$ cat config.mk
export PLATFORM = sky130hd
export DESIGN_NAME = gtech_fd_pipe_flat
export DESIGN_NICKNAME = d
export VERILOG_FILES = /design/src/rtl/gtech_fd_pipe_if.sv /design/src/rtl/gtech_fd_pipe.sv /design/src/flat_wrapper.sv
export SDC_FILE = /design/constraint.sdc
export NUM_CORES = 1
export LEC_CHECK = 0
export ABC_AREA = 1
export BUFFER_PORTS_ARGS = -buffer_cell sky130_fd_sc_hd__buf_4
export CORE_ASPECT_RATIO = 0.9
export CORE_MARGIN = 10
export CORE_UTILIZATION = 44
export DETAILED_ROUTE_END_ITERATION = 7
export MAX_ROUTING_LAYER = met4
export PLACE_DENSITY = 0.72
export SLEW_MARGIN = 20
export SYNTH_ARGS = -nofsm -noshare
export SYNTH_HDL_FRONTEND = slang
export SYNTH_SLANG_ARGS = --single-unit
$ cat constraint.sdc
create_clock -name CP -period 1.3 [get_ports CP]
set_input_delay 0.195 -clock CP [delete_from_list [all_inputs] [get_ports CP]]
set_output_delay 0.195 -clock CP [all_outputs]
set_load 0.01 [all_outputs]
$ cat src/rtl/gtech_fd_pipe_if.sv
// Handshake bundle for gtech_fd_pipe: upstream D/DV/DR, downstream Q/QV/QR, FLUSH and CNT.
// QN is present only when GTECH_FD_PIPE_QN_EN is defined.
interface gtech_fd_pipe_if #(
  parameter int WIDTH  = 8,
  parameter int STAGES = 2
);
  localparam int CNT_W = $clog2(STAGES + 1);

  logic             FLUSH;
  logic [WIDTH-1:0] D;
  logic             DV;
  logic             DR;
  logic [WIDTH-1:0] Q;
  logic             QV;
  logic             QR;
  logic [CNT_W-1:0] CNT;
`ifdef GTECH_FD_PIPE_QN_EN
  logic [WIDTH-1:0] QN;
`endif

  // Valid/ready: a word moves across a boundary on a rising edge where valid and ready
  // are both high; once valid is raised the sender holds data and valid until it moves.
  modport slave (
    input  FLUSH, D, DV, QR,
    output DR, Q, QV, CNT
`ifdef GTECH_FD_PIPE_QN_EN
    , output QN
`endif
  );

  modport master (
    output FLUSH, D, DV, QR,
    input  DR, Q, QV, CNT
`ifdef GTECH_FD_PIPE_QN_EN
    , input QN
`endif
  );
endinterface

$ cat src/rtl/gtech_fd_pipe.sv
// Stallable WIDTH x STAGES register pipe with per-slot valid bits and bubble collapse.
// Optional inverted output QN is enabled by defining GTECH_FD_PIPE_QN_EN.
module gtech_fd_pipe #(
  parameter int               WIDTH     = 8,
  parameter int               STAGES    = 2,
  parameter logic [WIDTH-1:0] RESET_VAL = '0
) (
  input logic              CP,
  input logic              CD,
  gtech_fd_pipe_if.slave   bus
);
  localparam int CNT_W = $clog2(STAGES + 1);

  logic [WIDTH-1:0] data_q [STAGES];
  logic [STAGES-1:0] v_q, v_d;
  logic [STAGES-1:0] adv;
  logic [STAGES-1:0] load;
  logic              in_xfer;
  logic [CNT_W-1:0]  cnt;

  // A slot advances when it is valid and either some slot downstream of it is
  // empty (the bubble collapses) or the output is being taken this cycle.
  always_comb begin
    logic all_full;
    adv      = '0;
    all_full = 1'b1;
    for (int i = STAGES - 1; i >= 0; i--) begin
      adv[i]   = v_q[i] & (~all_full | bus.QR);
      all_full = all_full & v_q[i];
    end
  end

  assign bus.DR  = ~bus.FLUSH & (~v_q[0] | adv[0]);
  assign in_xfer = bus.DV & bus.DR;

  always_comb begin
    load    = '0;
    load[0] = in_xfer;
    for (int i = 1; i < STAGES; i++) begin
      load[i] = adv[i-1];
    end
  end

  always_comb begin
    v_d = '0;
    if (!bus.FLUSH) begin
      for (int i = 0; i < STAGES; i++) begin
        v_d[i] = load[i] | (v_q[i] & ~adv[i]);
      end
    end
  end

  always_ff @(posedge CP) begin
    if (!CD) begin
      v_q <= '0;
      for (int i = 0; i < STAGES; i++) begin
        data_q[i] <= RESET_VAL;
      end
    end else begin
      v_q <= v_d;
      // Data moves only with a real transfer; a flush freezes every slot.
      if (!bus.FLUSH) begin
        if (load[0]) data_q[0] <= bus.D;
        for (int i = 1; i < STAGES; i++) begin
          if (load[i]) data_q[i] <= data_q[i-1];
        end
      end
    end
  end

  always_comb begin
    cnt = '0;
    for (int i = 0; i < STAGES; i++) begin
      cnt = cnt + CNT_W'(v_q[i]);
    end
  end

  assign bus.Q   = data_q[STAGES-1];
  assign bus.QV  = v_q[STAGES-1];
  assign bus.CNT = cnt;
`ifdef GTECH_FD_PIPE_QN_EN
  assign bus.QN  = ~data_q[STAGES-1];
`endif
endmodule

$ cat src/flat_wrapper.sv
// flat-port wrapper written by rule: the top's interface ports become plain ports
module gtech_fd_pipe_flat 
#(
  parameter int               WIDTH     = 8,
  parameter int               STAGES    = 2,
  parameter logic [WIDTH-1:0] RESET_VAL = '0
)
  (CP, CD, bus_FLUSH, bus_D, bus_DV, bus_QR, bus_DR, bus_Q, bus_QV, bus_CNT);
  gtech_fd_pipe_if #(.WIDTH(WIDTH), .STAGES(STAGES)) bus_i ();
  input logic CP;
  input logic CD;
  input wire logic [$bits(bus_i.FLUSH)-1:0] bus_FLUSH;
  input wire logic [$bits(bus_i.D)-1:0] bus_D;
  input wire logic [$bits(bus_i.DV)-1:0] bus_DV;
  input wire logic [$bits(bus_i.QR)-1:0] bus_QR;
  output wire logic [$bits(bus_i.DR)-1:0] bus_DR;
  output wire logic [$bits(bus_i.Q)-1:0] bus_Q;
  output wire logic [$bits(bus_i.QV)-1:0] bus_QV;
  output wire logic [$bits(bus_i.CNT)-1:0] bus_CNT;
  assign bus_i.FLUSH = bus_FLUSH;
  assign bus_i.D = bus_D;
  assign bus_i.DV = bus_DV;
  assign bus_i.QR = bus_QR;
  assign bus_DR = bus_i.DR;
  assign bus_Q = bus_i.Q;
  assign bus_QV = bus_i.QV;
  assign bus_CNT = bus_i.CNT;
  gtech_fd_pipe #(.WIDTH(WIDTH), .STAGES(STAGES), .RESET_VAL(RESET_VAL)) u_core (.CP(CP), .CD(CD), .bus(bus_i));
endmodule
**After elaboration in Yosys (flattened, before gate mapping)**

Memories as Yosys holds them, arrays and structs flattened.
Index checks and enable logic that the tools add are counted.

- Memory bits (writable): 16
- Memories kept: 1
- Logic and storage cells: 33
- Register bits after elaboration: 2
- Bits of input ports: 13

Memory list:

| memory | depth | bits a word | read ports | clocked after memory_dff | write ports | RTL line | text |
|---|---|---|---|---|---|---|---|
| u_core.data_q | 2 | 8 | 2 | 0 | 2 | gtech_fd_pipe.sv:14 | `logic [WIDTH-1:0] data_q [STAGES];` |

- Mux-type cells: 11
- Add/subtract/negate cells: 1
- Reduce and logical (&&, ||, !) cells: 1
- Bitwise logic cells: 18

Operators with widths:

| operator | count |
|---|---|
| 8-bit 2-to-1 mux | 2 |
| 1-bit 2-to-1 mux | 9 |
| 1-bit AND | 6 |
| 1-bit inverter | 6 |
| 1-bit OR | 6 |
| 1-bit by 1-bit adder with 2-bit output | 1 |
| 2-bit OR reduction | 1 |

**Logic depth before layout (Yosys ltp)**

- Depth in word-level cells: 11
- Depth in mapped cells: 5
- Depth with buffers taken out: 4

**Least setup slack after synthesis**

Ideal clock, no wire load.

- Kind: flip-flop to flip-flop
- From: register u_core.v_q[1]
- To: memory u_core.data_q[0][0] (enable)
- Required time: 0.971 ns
- Cell stages (with the launch flop): 5
- Arrival time: 1.011 ns
- Period minus slack after synthesis: 1.340 ns
- Slack: -0.040 ns
- Path through: dfxtp_1 nand3_1 nand4_4 buf_6 nand2_1

RTL lines:

| element | RTL line | text |
|---|---|---|
| start: declaration | gtech_fd_pipe.sv:15 | `logic [STAGES-1:0] v_q, v_d;` |
| start signal: assignment | gtech_fd_pipe.sv:60 | `v_q <= v_d;` |
| end: declaration | gtech_fd_pipe.sv:14 |  |

**Final worst setup path**

- From: register u_core.v_q[1]
- To: output bus_CNT[0]

- Longest elaborated chain between the ends: 1

RTL lines:

| element | RTL line | text |
|---|---|---|
| 1-bit by 1-bit adder with 2-bit output | gtech_fd_pipe.sv:74 | `cnt = cnt + CNT_W'(v_q[i]);` |
| end: declaration | flat_wrapper.sv:19 | `output wire logic [$bits(bus_i.CNT)-1:0] bus_CNT;` |

Every way passes these cells.

==> impl_metrics.csv <==
group,metric,value,unit
timing,slew_headroom,80.47,%
final_layout,fin_nets,113,
worst_setup_path,slowest_delay,0.35,ns
worst_setup_path,crit_arrival,1.07,ns
job,maxCapViolCount,0,
grt,overflow,0,
worst_setup_path,reg2reg_to,"u_core.data_q[0][12]$_SDFFCE_PN0P_",
pwr,total_leakage_power,0.0004862,uW
clocking,cts_max_level,1,
timing,setup_viol,0,
routing,wl_per_cell,10.66,microns
clocking,cts-root-buf,"clkbuf_4",
min_path,worst_hold_path.num_cells,3,
synthesis,synth.cell_area,855.8,sq um
min_path,hold_path_class,"primary input to register",
worst_setup_path,critPathMaxFanout,4,
floorplanning,die_width,66.49,microns
worst_setup_path,crit_type,"register to output pin",
clocking,clk_path_buf_depth,2,
timing,setup_total_negative_slack,0,ns
synthesis,synthesis.yosys.warnings,0,
final_layout,most-common-layout-cells,"27 x buf_4, 21 x inv_1, 18 x a21oi_1, 16 x edfxtp_1, 4 x nand2_1",
timing,fin_skew,0.003229,ns
synthesis,synth_cell_types,10,
worst_setup_path,setup.worst_path.end_class,"output pin",
final_layout,leading_cell_type_in_the_layout_fill_and_taps_excluded,"buf_4",
status,outcome,"completed",
routing,drtIter0Drc,12,
routing,final_routed_drc_violation_total,0,
synthesis,synth_cells,77,
timing,final.hold.worst_slack,0.1605,ns
synthesis,sequential_area_share_after_synthesis,60.82,%
timing,fmaxAchievable,790.6,MHz
timing,number_of_hold_violations_in_the_final_report,0,
grt,grt_use_total,7.328,%
timing,slew_at_the_pin_closest_to_its_max_slew_limit,0.2923,ns
worst_setup_path,crit_path_cell_trace,"ha_1 > buf_4",
final_layout,final_layout_size_suffix_gt1_share,37.76,%
floorplanning,dieHeight,61.84,microns
pwr,cellPowerDensity,1074,mW/mm^2
final_layout,final.fill_count,168,
timing,period_needed,1.265,ns
floorplanning,num_io_pins,25,
worst_setup_path,critPathBufInv,1,
final_layout,post-route-util,56.13,%
min_path,holdCritStartpoint,"bus_DV",
placement,buffer_ports.inserted,24,
routing,vias,524,
clocking,cts_repair_resize_count,2,
worst_setup_path,rr_worst_depth,3,
routing,ant_nets,0,
min_path,worstHoldEndpoint,"u_core.v_q[0]$_SDFF_PP0_",
floorplanning,die_area,0.004112,sq mm
final_layout,synthToLayoutAreaGrowth,23.10,%
synthesis,synth_seq_cells,18,
grt,grt_max_degree,17,
worst_setup_path,rrSetupSlack,0.15,ns
placement,replace_congestion,0.7174,
placement,postPlaceCellArea,0.001010,sq mm
timing,finalCritPeriodShare,97.30,%
floorplanning,initial_core_util,45.60,%
routing,route.detailed.vias_per_inst,4.260,
grt,grt_first_pass_wirelength,2235,microns
worst_setup_path,critical_path.startpoint_type,"register",
grt,initial_antenna_violation_count,0,
synthesis,syn_avg_cell_area,11.11,sq um
routing,drtPass1Iterations,4,
worst_setup_path,timing.critical_path.slowest_stage_cell,"dfxtp_2",
worst_setup_path,timing.critical_path.required,1.11,ns
final_layout,insertedDiodeCount,0,
clocking,clk_pin_slew,0.10,ns
floorplanning,placement_rows,15,
routing,routed_wirelength,1311,microns
clocking,numClockSinks,18,
clocking,cts_tree,"yes",
clocking,postCtsSetupRepairBufs,0,
pwr,ir_drop,0.5861,mV
worst_setup_path,critPathTopFamily,"flip-flops",
worst_setup_path,critical_r2r_launch,"u_core.v_q[1]$_SDFF_PP0_",
clocking,cts_hold_buffers,0,
final_layout,post-route-cell-area,0.001054,sq mm
synthesis,net_count_after_synthesis,91,
timing,final-max-slew-violation-count,0,
clocking,insertion_delay,0.28,ns
clocking,cts_buffers,3,
grt,first_global_vias,526,
floorplanning,core_area,0.001877,sq mm
timing,rsz0062_at_grt,"true",
[layout make-up]
| class | instances | area, sq um | area share (%) |
|---|---|---|---|
| sequential | 18 | 523.0 | 49.64 |
| timing repair buffer | 27 | 202.7 | 19.24 |
| multi-input combinational | 28 | 181.4 | 17.22 |
| inverter | 21 | 78.83 | 7.482 |
| clock buffer | 4 | 36.28 | 3.444 |
| tap | 25 | 31.28 | 2.969 |
[kinds of logic after synthesis]
group                      synth area share [%]
and+or+nand+nor                           8.334
buffers and inverters                     18.86
AOI/OAI and AO/OA                         10.53
DFF                                       60.82
adders and majority gates                 1.462
[worst max-delay path by stage]
stage                                        start                                 end  slack, ns  depth (start not counted)
final                     u_core.v_q[1]$_SDFF_PP0_                          bus_CNT[0]       0.04                          2
after global routing      u_core.v_q[1]$_SDFF_PP0_                          bus_CNT[0]      -0.03                          2
after CTS                 u_core.v_q[1]$_SDFF_PP0_                          bus_CNT[0]       0.03                          2
after detailed placement                 bus_FLUSH  u_core.data_q[0][12]$_SDFFCE_PN0P_       0.12                          4
after global placement                   bus_FLUSH  u_core.data_q[0][13]$_SDFFCE_PN0P_       0.14                          4
after floorplan           u_core.v_q[1]$_SDFF_PP0_   u_core.data_q[0][0]$_SDFFCE_PN0P_       0.05                          4
[sequential cells by signal (all words and copies together), names as in the netlist]
register,cells
u_core.data_q,16
u_core.v_q,2
[worst min-delay path: stages]
cell	delay, ns
buf_4	0.12
inv_1	0.05
a21oi_1	0.05
[metal layers]
layer / GRT usage, % / wire [microns] / vias up
met4: 3.582 / 19 / 0
met2: 12.28 / 619 / 18
met5: - / 0 / -
li1: - / - / 285
met3: 3.226 / 78 / 4
met1: 7.240 / 594 / 217
[stage by stage]
stage                     cells  setup WS (ns)  power (uW)
after floorplan              77        0.04840       763.4
after global placement      119         0.1430       812.3
after detailed placement    119         0.1195       816.9
after CTS                   123        0.02802        1141
after global routing        123       -0.02519        1183
final                       123        0.03513        1131
[power breakdown]
group          internal (uW)  switching, uW
Sequential               665           9.28
Combinational           63.8           63.9
Clock                    170            159
[Yosys cell counts]
library cell	n	share of area, %
inv_1	21	9.2
a21oi_1	18	11
nand3_1	2	1.2
buf_4	8	7.0
nand4_4	2	5.0
dfxtp_1	2	4.7
buf_6	2	2.6
ha_1	1	1.5
nand2_1	5	2.2
edfxtp_1	16	56
Power figures use the tool's default switching activity.
